$ cat config.mk
export PLATFORM = sky130hd
export DESIGN_NAME = ddma_tcd_ctrl
export DESIGN_NICKNAME = d
export VERILOG_FILES = /design/src/rtl/ddma_tcd_ctrl.sv
export SDC_FILE = /design/constraint.sdc
export NUM_CORES = 1
export LEC_CHECK = 0
export CAP_MARGIN = 20
export CORE_UTILIZATION = 45
export CTS_CLUSTER_SIZE = 20
export DETAILED_ROUTE_END_ITERATION = 6
export PLACE_DENSITY_LB_ADDON = 0.12
export SETUP_SLACK_MARGIN = 0.02
export SLEW_MARGIN = 5
export SYNTH_ARGS = -nofsm -noshare
export SYNTH_HDL_FRONTEND = slang
export SYNTH_SLANG_ARGS = --single-unit
$ cat constraint.sdc
create_clock -name clock -period 4.3 [get_ports clock]
set_input_delay 0.86 -clock clock [delete_from_list [all_inputs] [get_ports clock]]
set_output_delay 0.86 -clock clock [all_outputs]
set_load 0.02 [all_outputs]
$ cat src/rtl/ddma_tcd_ctrl.sv
// CPU-side command/status controller for the distributed DMA: descriptor registers,
// send/receive command sequencers and IRQ aggregation. Optional watchdog: DDMA_TCD_TIMEOUT_EN.
module ddma_tcd_ctrl #(
   parameter int MEMORY_BUS_WIDTH = 32,
   parameter int TIMEOUT_CYCLES   = 1024
) (
   input  logic                        clock,
   input  logic                        reset,
   input  logic [3:0]                  cpu_addr_in,
   input  logic                        cpu_wr_in,
   input  logic                        cpu_rd_in,
   input  logic [MEMORY_BUS_WIDTH-1:0] cpu_data_in,
   output logic [MEMORY_BUS_WIDTH-1:0] cpu_data_out,
   output logic                        cpu_ready_out,
   output logic [MEMORY_BUS_WIDTH-1:0] send_addr_out,
   output logic [MEMORY_BUS_WIDTH-1:0] send_size_out,
   output logic [MEMORY_BUS_WIDTH-1:0] send_dest_out,
   output logic                        send_cmd_out,
   output logic [MEMORY_BUS_WIDTH-1:0] recv_addr_out,
   output logic                        recv_cmd_out,
   input  logic [MEMORY_BUS_WIDTH-1:0] recv_size_in,
   input  logic [7:0]                  state_send_in,
   input  logic [7:0]                  state_recv_in,
   input  logic                        irq_send_in,
   input  logic                        irq_recv_size_in,
   input  logic                        irq_recv_hshk_in,
   output logic                        irq_out
);

   localparam int W = MEMORY_BUS_WIDTH;
`ifdef DDMA_TCD_TIMEOUT_EN
   localparam int CW = $clog2(TIMEOUT_CYCLES + 1);
`endif

   typedef enum logic [1:0] {
      ST_IDLE  = 2'd0,
      ST_ISSUE = 2'd1,
      ST_BUSY  = 2'd2
   } chan_state_t;

   logic         wr_en;
   logic         rd_en;
   logic [W-1:0] send_addr_reg;
   logic [W-1:0] send_size_reg;
   logic [W-1:0] send_dest_reg;
   logic [W-1:0] recv_addr_reg;
   logic [W-1:0] recv_size_reg;
   logic [4:0]   irq_mask_reg;
   logic [4:0]   irq_pend_reg;
   logic [4:0]   irq_pend_next;
   logic [4:0]   pend_set;
   logic [4:0]   pend_clr;
   logic         irq_out_reg;
   logic         cpu_ready_reg;
   logic [W-1:0] cpu_data_reg;
   logic [W-1:0] rd_data;

   // Channel vectors: index 0 = send, index 1 = receive.
   logic [1:0]   start_req;
   logic [1:0]   chan_start;
   logic [1:0]   chan_idle;
   logic [1:0]   chan_cmd;
   logic [1:0]   chan_active;
   logic [1:0]   chan_done;
   logic [1:0]   chan_to;
   logic         desc_err;
   logic         cmd_err;

   // A simultaneous read and write is treated as a write that returns 0.
   assign wr_en = cpu_wr_in;
   assign rd_en = cpu_rd_in & ~cpu_wr_in;

   assign start_req   = (wr_en && cpu_addr_in == 4'd4) ? cpu_data_in[1:0] : 2'b00;
   assign chan_start  = start_req & chan_idle;
   assign chan_active = {(state_recv_in != 8'h00), (state_send_in != 8'h00)};
   assign chan_done   = {irq_recv_size_in, irq_send_in};
   assign desc_err    = wr_en && ((cpu_addr_in <= 4'd2 && !chan_idle[0]) ||
                                  (cpu_addr_in == 4'd3 && !chan_idle[1]));
   assign cmd_err     = (|(start_req & ~chan_idle)) | desc_err;

   generate
      for (genvar gi = 0; gi < 2; gi++) begin : g_chan
         chan_state_t state_reg;
         chan_state_t state_next;
         logic        timeout;

         always_ff @(posedge clock or negedge reset) begin
            if (!reset) state_reg <= ST_IDLE;
            else        state_reg <= state_next;
         end

         // A completion event during ISSUE finishes the command without passing BUSY.
         always_comb begin
            state_next = state_reg;
            case (state_reg)
               ST_IDLE:  if (chan_start[gi]) state_next = ST_ISSUE;
               ST_ISSUE: begin
                  if (chan_done[gi] || timeout) state_next = ST_IDLE;
                  else if (chan_active[gi])     state_next = ST_BUSY;
               end
               ST_BUSY:  if (chan_done[gi] || timeout) state_next = ST_IDLE;
               default:  state_next = ST_IDLE;
            endcase
         end

`ifdef DDMA_TCD_TIMEOUT_EN
         logic [CW-1:0] cnt_reg;

         always_ff @(posedge clock or negedge reset) begin
            if (!reset)                  cnt_reg <= '0;
            else if (chan_start[gi])     cnt_reg <= '0;
            else if (state_reg != ST_IDLE) cnt_reg <= cnt_reg + 1'b1;
         end

         assign timeout = (state_reg != ST_IDLE) && (cnt_reg == CW'(TIMEOUT_CYCLES - 1));
`else
         assign timeout = 1'b0;
`endif

         assign chan_idle[gi] = (state_reg == ST_IDLE);
         assign chan_cmd[gi]  = (state_reg == ST_ISSUE);
         assign chan_to[gi]   = timeout;
      end
   endgenerate

   assign pend_set = {(|chan_to), cmd_err, irq_recv_hshk_in, irq_recv_size_in, irq_send_in};
   assign pend_clr = (wr_en && cpu_addr_in == 4'd7) ? cpu_data_in[4:0] : 5'd0;
   // Hardware set overrides a software clear landing in the same cycle.
   assign irq_pend_next = (irq_pend_reg & ~pend_clr) | pend_set;

   always_comb begin
      rd_data = '0;
      case (cpu_addr_in)
         4'd0: rd_data = send_addr_reg;
         4'd1: rd_data = send_size_reg;
         4'd2: rd_data = send_dest_reg;
         4'd3: rd_data = recv_addr_reg;
         4'd5: rd_data = W'({state_send_in, state_recv_in, 6'd0, ~chan_idle[1], ~chan_idle[0]});
         4'd6: rd_data = recv_size_reg;
         4'd7: rd_data = W'(irq_pend_reg);
         4'd8: rd_data = W'(irq_mask_reg);
         default: rd_data = '0;
      endcase
   end

   always_ff @(posedge clock or negedge reset) begin
      if (!reset) begin
         send_addr_reg <= '0;
         send_size_reg <= '0;
         send_dest_reg <= '0;
         recv_addr_reg <= '0;
         recv_size_reg <= '0;
         irq_mask_reg  <= '0;
         irq_pend_reg  <= '0;
         irq_out_reg   <= 1'b0;
         cpu_ready_reg <= 1'b0;
         cpu_data_reg  <= '0;
      end else begin
         if (wr_en && chan_idle[0] && cpu_addr_in == 4'd0) send_addr_reg <= cpu_data_in;
         if (wr_en && chan_idle[0] && cpu_addr_in == 4'd1) send_size_reg <= cpu_data_in;
         if (wr_en && chan_idle[0] && cpu_addr_in == 4'd2) send_dest_reg <= cpu_data_in;
         if (wr_en && chan_idle[1] && cpu_addr_in == 4'd3) recv_addr_reg <= cpu_data_in;
         if (wr_en && cpu_addr_in == 4'd8)                 irq_mask_reg  <= cpu_data_in[4:0];
         // Size is captured on every size event, including stray ones while idle.
         if (irq_recv_size_in)                             recv_size_reg <= recv_size_in;
         irq_pend_reg  <= irq_pend_next;
         irq_out_reg   <= |(irq_pend_reg & irq_mask_reg);
         cpu_ready_reg <= cpu_wr_in | cpu_rd_in;
         cpu_data_reg  <= rd_en ? rd_data : '0;
      end
   end

   assign send_addr_out = send_addr_reg;
   assign send_size_out = send_size_reg;
   assign send_dest_out = send_dest_reg;
   assign recv_addr_out = recv_addr_reg;
   assign send_cmd_out  = chan_cmd[0];
   assign recv_cmd_out  = chan_cmd[1];
   assign irq_out       = irq_out_reg;
   assign cpu_ready_out = cpu_ready_reg;
   assign cpu_data_out  = cpu_data_reg;

endmodule

Word level (Yosys, flattened, before mapping)
Index checks and enable logic that the tools add are counted.
- register bits: 208
- bits in latches: 0
- bits in writable memories: 0
- bits in read-only memories: 0
- word-level logic and storage cells: 82
- memories: 0
- $add $sub $neg: 0
- $mul: 0
- divide/modulo/power cells: 0
- magnitude comparators: 1
- equality and inequality tests: 18
- shift operators: 0
- muxes and demuxes: 14
- bitwise operators: 13
- reduce and logical (&&, ||, !) cells: 24
- operators with widths (kind ; count):
    $pmux 32 s8 ; 1
    $mux 32 ; 1
    $mux 2 ; 9
    $eq 4x3->1 const B ; 4
    $reduce_bool 8->1 ; 2
    $logic_and 1x1->1 ; 12
    $pmux 2 s3 ; 2
    $and 5x5->5 ; 2
    $eq 4x2->1 const B ; 2
    $ne 2x2->1 const B ; 4
    $ne 3x1->1 const B ; 2
    $reduce_and 3->1 ; 2
    $mux 5 ; 1
    $not 5->5 ; 1
    $or 5x4->5 ; 1
    $reduce_or 5->1 ; 1
    $and 2x2->2 ; 2
    $eq 2x1->1 const B ; 2
    $eq 2x2->1 const B ; 2
    $eq 4x1->1 const B ; 1
    $eq 4x4->1 const B ; 1
    $le 4x2->1 const B ; 1
    $logic_not 2->1 ; 2
    $logic_not 4->1 ; 1
    7 further kinds ; 11

Depth between registers and ports, before layout
- word-level depth: 7
- gate-level depth with buffers: 8

Worst setup path before layout
Ideal clock, no wire load.
- kind: input-to-reg
- start: in cpu_addr_in[1]
- end: reg cpu_data_reg[12], in the netlist cpu_data_out[12]
- setup time: 0.132 ns
- arrival: 2.036 ns
- data required time: 4.168 ns
- slack: 2.132 ns
- stages on the path: 6
- buffers on the path: 3
- cells stage by stage: buf_2 buf_4 buf_4 mux2_2 a222oi_1 nor2_1
- cells in the longest elaborated chain, start to end: 3
- elaborated cells between the ends (all ways): 10
- classes of those cells: eq/ne: 7; mux: 2; reduce/logical: 1
- RTL lines (what ; RTL line ; RTL):
    start, declared ; 9 ; input logic [3:0] cpu_addr_in,
    $eq 4x4->1, or another cell as far along ; 133 ; case (cpu_addr_in)
    $pmux 32 s8 (*) ; 133 ;
    $mux 32 (*) ; 169 ; cpu_data_reg <= rd_en ? rd_data : '0;
    end signal, assigned ; 169 ;
    end, declared ; 55 ; logic [W-1:0] cpu_data_reg;
Every way passes the cells marked *; elsewhere a longest branch is shown, timed or not.
A chain may end at the register's enable or synchronous reset.

Final worst setup path
- start: in cpu_addr_in[1]
- end: reg cpu_data_reg[29], in the netlist cpu_data_out[29]
Same word-level chain as after synthesis.

==> results.toml <==
[setup_path]
r2r_slack_ns = 2.15
r2r-end = "send_size_out[31]"
reg2reg_depth = 4
worstPathRequired_ns = 4.73
crit_fanout = 31
crit_arrival_ns = 3.22
start_kind = "input port"
end_kind = "flop"
crit_type = "in2reg"
r2r-start = "g_chan[0].state_reg[0]"

[detailed_routing]
drt_wl_total_um = 28500
drtIter0Drc = 391
wl_per_cell_um = 23.4
viasPerCell = 5.74
vias = 6981
drt_first_pass_iters = 7
drtAntennaViolNets = 0
drc = 0

[die]
initial_core_util_pct = 45.7
coreArea_sq_mm = 0.0202
die_w_um = 145
rows = 52
die-area_sq_mm = 0.0211
io-pin-count = 255
fp.dieH_um = 145

[grt]
grt_pass1_wl_um = 43600
grt_max_degree = 128
grt.total_usage_pct = 27.1
antenna_found_initial = 1
grt.overflow.total = 0
grt_pass1_vias = 7356

[job]
cap_violations = 0

[min_path]
hp-class = "in2async"

[clock_network]
cts_resized = 0
clk_latency_ns = 0.51
cts_root_buf = "clkbuf_16"
cts_setup_buffers = 0
clockBufferDepth = 3
htree_levels = 1
cts_num_sinks = 208
hold_buffers = 0
cts_tree = "built"
numCtsBuffers = 24
cts.reportedPaths.clkPinSlew_ns = 0.06

[power_and_ir_drop]
leakage_nw = 5.40
peakVddDrop_mv = 0.363
power_mw = 6.33
power_density_mw_per_mm2 = 494

[final_layout]
area_growth_pct = 38.9
fillers = 1563
layout.cells.non_filler = 1216
n_antenna_cell = 0
multi_input_area_sq_mm = 0.00382
final_nets = 1020
seq_area_sq_mm = 0.00520
layout-drive-gt1-share_pct = 22.8

[synthesis]
synth_top_cell_by_area = "dfrtp_1"
yosysTopAreaCellShare_pct = 56.4
syn_area_per_cell_sq_um = 13.6
synth_edf_count = 0
synthTopCellsByArea = "dfrtp_1, mux2_2, mux2_1, mux2i_1, nor2_1"
async_reset_ff_share_pct = 100
yosysSeqAreaShare_pct = 56.4
syn_inst = 679
synth_most_common_cell = "dfrtp_1"
syn_nets = 770
netlist_area_sq_mm = 0.00922
yosysWarnings = 0
synthDistinctLibCells = 58
yosys-top-cells-count = "dfrtp_1, mux2_2, mux2_1"
synthFlopType = "dfrtp_1"
synth_seq_cells = 208

[status]
outcome = "completed"

[timing]
slew_violations = 0
fin_crit_sh_pct = 64.8
finClkSkew_ns = 0.00913
fmax_mhz = 359
finalHoldViolCount = 0
worst_pin_slew_ns = 1.02
finalSetupViolations = 0
relSlewSlack_pct = 31.8
grt_setup_unrepaired = "no"
period_minus_slack_ns = 2.78
setup_tns_ns = 0

[place]
placed_cells = 1173
routabilityCongestion = 0.829
place_hpwl_um = 19700
io_buffers = 254
==> worst max-delay path, stage by stage <==
cell and delay (ns):
buf_2 0.62, nor2b_2 0.70, and2_0 0.63, a222oi_1 0.24, nor2_1 0.14
==> cell type report <==
class | instances | share of cell area [%]
inverter | 2 | 0.0586
clock buffer | 37 | 5.70
tap | 270 | 2.64
clock inverter | 6 | 0.479
multi-input combinational | 423 | 29.8
sequential | 208 | 40.6
timing repair buffer | 270 | 20.7
==> cell families after synthesis <==
family,share of synthesized area (%)
mux,26.8
flops,56.4
compound gates,7.80
buf+inv,2.55
simple gates,6.43
==> worst max-delay path by stage <==
stage               cells past startpoint               end      startpoint  slack [ns]
CTS                                     7  cpu_data_out[30]  cpu_addr_in[1]        1.53
global placement                        7  cpu_data_out[30]  cpu_addr_in[1]        1.05
finish                                  5  cpu_data_out[29]  cpu_addr_in[1]        1.52
floorplan                               6  cpu_data_out[12]  cpu_addr_in[1]        2.13
global route                            6  cpu_data_out[28]  cpu_addr_in[1]        1.43
detailed placement                      7  cpu_data_out[30]  cpu_addr_in[1]        1.02
==> cells in the final DEF (no fill, tap or decap), drive strengths merged, types with 6 or more instances in the layout <==
master and n:
a22o 16, mux2i 32, nand2 18, a21oi 17, nor2b 11, a222oi 8
mux2 185, nor2 39, a22oi 7, clkdlybuf4s50 249, buf 21, dfrtp 208
nor4 6, clkbuf 37, o22ai 6
==> report_power, final <==
| part | leakage, nW | total [mW] | switching, mW | internal [mW] |
|---|---|---|---|---|
| Clock | 0.389 | 2.01 | 0.787 | 1.23 |
| Sequential | 2.58 | 2.59 | 0.291 | 2.30 |
| Combinational | 2.42 | 1.73 | 0.819 | 0.912 |
==> metrics by stage <==
stage	hold slack, ns	utilization (%)	worst slack [ns]	area [sq um]
finish	0.456	63.5	1.52	12800
global route	0.517	63.5	1.43	12800
CTS	0.479	63.5	1.53	12800
detailed placement	0.468	59.6	1.02	12000
global placement	0.454	59.6	1.05	12000
floorplan	0.436	-	2.13	9220
==> per-layer routing <==
| layer | global-route usage [%] | share of wire (%) |
|---|---|---|
| met4 | 8.68 | 2.9 |
| met5 | 0 | 0.049 |
| met3 | 6.23 | 7.4 |
| met1 | 35.0 | 41 |
| met2 | 45.3 | 49 |
Note: power is estimated with default switching activity, not from simulation.
